File: config.mk
export PLATFORM = sky130hd
export DESIGN_NAME = mem_porta_arbiter
export DESIGN_NICKNAME = d
export VERILOG_FILES = /design/src/rtl/mem_porta_arbiter.sv
export SDC_FILE = /design/constraint.sdc
export NUM_CORES = 1
export LEC_CHECK = 0
export ABC_AREA = 1
export CAP_MARGIN = 5
export CORE_MARGIN = 8
export CORE_UTILIZATION = 25
export DETAILED_ROUTE_END_ITERATION = 8
export PLACE_DENSITY = 0.78
export REMOVE_ABC_BUFFERS = 1
export SKIP_CTS_REPAIR_TIMING = 1
export SLEW_MARGIN = 20
export SYNTH_ARGS = -nofsm -noshare
export SYNTH_HDL_FRONTEND = slang
export SYNTH_SLANG_ARGS = --single-unit
File: constraint.sdc
create_clock -name clk -period 1.85 [get_ports clk]
set_clock_uncertainty 0.05 [all_clocks]
set_input_delay 0.4625 -clock clk [delete_from_list [all_inputs] [get_ports clk]]
set_output_delay 0.4625 -clock clk [all_outputs]
set_load 0.01 [all_outputs]
File: src/rtl/mem_porta_arbiter.sv
// Port A arbiter for the shared dual-port memory.
// Requester 0 (CPU data path) has fixed priority. Requester 1 (loader/IO
// master) is granted unconditionally once it has been denied STARVE_LIMIT
// consecutive cycles. Grants and memory drive are combinational. Read
// valids are registered to line up with the memory's one-cycle read latency.
module mem_porta_arbiter #(
    parameter int unsigned ADDR_W       = 15,
    parameter int unsigned DATA_W       = 16,
    parameter int unsigned STARVE_LIMIT = 8
) (
    input  logic              clk,
    input  logic              reset,
    input  logic              Req0,
    input  logic              Wen0,
    input  logic [ADDR_W-1:0] Addr0,
    input  logic [DATA_W-1:0] WData0,
    output logic              Gnt0,
    output logic              RValid0,
    input  logic              Req1,
    input  logic              Wen1,
    input  logic [ADDR_W-1:0] Addr1,
    input  logic [DATA_W-1:0] WData1,
    output logic              Gnt1,
    output logic              RValid1,
    output logic [DATA_W-1:0] RData,
    output logic              MemEnA,
    output logic              MemWenA,
    output logic [ADDR_W-1:0] MemAddrA,
    output logic [DATA_W-1:0] MemWDataA,
    input  logic [DATA_W-1:0] MemRDataA
);

    localparam logic [7:0] LIMIT = 8'(STARVE_LIMIT);

    logic [7:0] wait_cnt;
    logic       at_limit;

    // Grant decision: requester 1 wins when requester 0 is idle or it has starved.
    always_comb begin
        at_limit = (wait_cnt == LIMIT);
        Gnt1     = ~reset & Req1 & (~Req0 | at_limit);
        Gnt0     = ~reset & Req0 & ~Gnt1;
    end

    // Route the granted requester onto the memory port; all-zero when idle.
    always_comb begin
        MemEnA    = Gnt0 | Gnt1;
        MemWenA   = 1'b0;
        MemAddrA  = '0;
        MemWDataA = '0;
        if (Gnt0) begin
            MemWenA   = Wen0;
            MemAddrA  = Addr0;
            MemWDataA = WData0;
        end else if (Gnt1) begin
            MemWenA   = Wen1;
            MemAddrA  = Addr1;
            MemWDataA = WData1;
        end
    end

    // Count consecutive denied cycles of requester 1, saturating at the limit.
    always_ff @(posedge clk or posedge reset) begin
        if (reset) begin
            wait_cnt <= '0;
        end else if (Gnt1 || !Req1) begin
            wait_cnt <= '0;
        end else if (!at_limit) begin
            wait_cnt <= wait_cnt + 8'd1;
        end
    end

    // Flag read data one cycle after a granted read; writes never flag.
    always_ff @(posedge clk or posedge reset) begin
        if (reset) begin
            RValid0 <= 1'b0;
            RValid1 <= 1'b0;
        end else begin
            RValid0 <= Gnt0 & ~Wen0;
            RValid1 <= Gnt1 & ~Wen1;
        end
    end

    // Read data is shared by both requesters and comes straight from the memory.
    always_comb begin
        RData = MemRDataA;
    end

endmodule

==> out/qor.txt <==
Synth area leader: nand3_1
CTS root buf: clkbuf_8
EDFF count, synth: 0
busiest grt layer: met2
GRT met1 Usage: 0.1470
# setup viols final: 34
Pins Over Slew Limit: 0
initial core utilization: 0.2542
worst-path cell chain: inv_2 > ha_4 > nand3_4 > o21ai_4 > buf_12 > nand2_8 > clkbuf_16 > nand3_1 > nand2_1 > clkbuf_2
final worst setup slack: -398.5 ps
vias per cell: 4.930
top_reg_cell synth: dfrtp_1
headroom to the max-slew limit: 0.7250
register share of total power: 0.228
critical path required time: 1340 ps
R2R Setup Slk: 50 ps
final hold violation count: 0
internal power: 0.6923 mW
worst reg2reg path startpoint: wait_cnt[1]
Sw Ratio: 0.3112
Unique masters post-synth: 21
minimum clock period: 2248 ps
total CTS buffers: 3
outcome: finished with violations
Mapped Area: 0.001185 sq mm
later-pin clock latency in the skew report: 230 ps
Combinational Power Share: 0.550
unrepaired setup endpoints after global routing: yes
final cell count without fillers: 373
Peak VDD IR: 185.5 uV
syn avg cell area: 6.236 sq um
Clk pin slew, worst setup/hold paths: 50 ps
via count: 1839
CP peak stage delay: 380 ps
Leak Pwr: 1.386 nW
maxcap violations: 0
Gate Count Post-Synth: 190
vias in the first global route: 1660
drt first pass iters: 4
CP endpoint kind: primary output
Worst R2R Path Depth: 10
most frequent cell after synthesis: nand3_1
TritonCTS Sinks: 10
Psw: 0.3128 mW
worst slew pin tran: 412.1 ps
Avg WL per Cell: 18.33 um
Crit Path Class: reg2out
crit path DAT: 1740 ps
Synth-to-Final Area Change: 137.5%
Synth warnings: 0
Iter 0 DRT Violations: 78
DRC viols: 0
die area: 0.007199 sq mm
Synth area leaders: nand3_1 (28%), dfrtp_1 (21%), nand2_1 (13%)
Worst Path Buf+Inv: 4
post-synthesis register bit count: 10
first-pass GRT wire length: 8148 um
Routed WL: 6837 um
All-Layer GR Usage: 0.1408
HPWL after detailed placement: 4247 um
initial antenna violation count: 0
Overflow after GRT: 0
Power Density: 357.2 mW/mm^2
port buffer count: 104
deepest clock path buffer count: 2
H-tree depth reported by CTS: 1
met3 Usage GRT: 0.07432
failing checks: setup timing
met2 usage: 0.2334
Placed Cells: 339
dpl ws: -888.6 ps
largest net degree at the start of global routing: 36
Crit-path slowest cell: dfrtp_1
fmax: 0.4447 GHz
Ports: 137
crit share post-route: 1.215
GP Congestion: 0.7977
top cell type's share of synthesized area: 0.2830
CTS tree: built
most frequent cells after synthesis: nand3_1 (67), nand2_1 (42), buf_4 (16), nor2_1 (15), inv_1 (12)
worst-path maximum fanout: 8
row count: 25
clock share of power: 0.222
CP Launch Type: flip-flop
Layout Nets: 407
ant diodes: 0
CP delay by family, top: buffers and inverters
Detail Route Antenna Nets: 0
core area: 0.004661 sq mm
Post-synth ARST share: 1.000
die span in x: 84.85 um
worst r2r dst: wait_cnt[1]
Hold WC Path Type: in2async
share of cells above drive strength 1: 0.4075
die height: 84.85 um
register area share after synthesis: 0.2112
## metal layers
metal | routed length [um] | vias to the layer above
met1 | 2431 | 850
met5 | 0 | -
li1 | - | 870
met2 | 3577 | 107
met4 | 153 | 0
met3 | 674 | 12
## layout by cell type, fill, tap and decap left out, drive strengths merged
master	n
buf	72
nand3	68
clkdlybuf4s50	66
nand2	44
nor2	16
clkbuf	15
inv	12
dfrtp	10
xor2	4
dlymetal6s2s	3
xnor2	2
ha	2
o21ai	1
nor3	1
o211ai	1
a21oi	1
nand4	1
## sequential cells by signal (all words and copies together) (netlist names)
register,count
RValid1,1
wait_cnt,8
RValid0,1
## how the worst max path moves through the flow
| stage | from | endpoint | slack (ps) | depth (start not counted) |
|---|---|---|---|---|
| floorplan | Req1 | MemAddrA[0] | -900 | 5 |
| global route | wait_cnt[1] | MemWDataA[8] | -470 | 10 |
| CTS | wait_cnt[0] | MemWDataA[15] | -950 | 8 |
| detailed placement | Req0 | MemWDataA[15] | -890 | 6 |
| finish | wait_cnt[1] | MemWDataA[8] | -400 | 10 |
| global placement | Req0 | MemWDataA[15] | -870 | 6 |
## power by group through the flow
stage | Combinational (mW) | Sequential, mW | Clock, mW
CTS | 0.433 | 0.228 | 0.227
global route | 0.591 | 0.229 | 0.238
global placement | 0.427 | 0.232 | 0
floorplan | 0.125 | 0.235 | 0
detailed placement | 0.432 | 0.232 | 0
finish | 0.552 | 0.229 | 0.223
## cells by family (layout without fill, tap and decap cells)
| group | Yosys count | after routing | synth area share |
|---|---|---|---|
| compound gates | 3 | 3 | 0.02429 |
| buf+inv | 40 | 168 | 0.2027 |
| flops | 10 | 10 | 0.2112 |
| simple gates | 129 | 130 | 0.4963 |
| xor+xnor | 6 | 6 | 0.04435 |
| fa+ha+maj | 2 | 2 | 0.02112 |
## tightest hold or removal path, cell delays in order
cell and delay [ps]:
dlymetal6s2s_1 150, buf_4 150, buf_4 140, inv_1 310
## area by class of cell
type / count / area (sq um)
clock buffer: 3 / 41.29
tap: 54 / 67.56
fill: 395 / 1847
inverter: 12 / 45.04
timing repair buffer: 153 / 1506
multi-input combinational: 141 / 903.4
sequential: 10 / 250.2
## per-stage QoR
| step | utilization | power (mW) | hold slack (ps) | setup TNS, ps | instance area [sq um] |
|---|---|---|---|---|---|
| 6_report | 0.6038 | 1.005 | 514.1 | -11430 | 2814 |
| 2_1_floorplan | - | 0.3596 | 252.7 | -34670 | 989.7 |
| 4_1_cts | 0.4956 | 0.8891 | 592.7 | -31580 | 2310 |
| 5_1_grt | 0.6038 | 1.058 | 567.1 | -13950 | 2814 |
| 3_5_place_dp | 0.4867 | 0.6634 | 579.8 | -31210 | 2268 |
| 3_3_place_gp | 0.4867 | 0.6587 | 573.8 | -30440 | 2268 |
(Power assumes the default switching activity.)
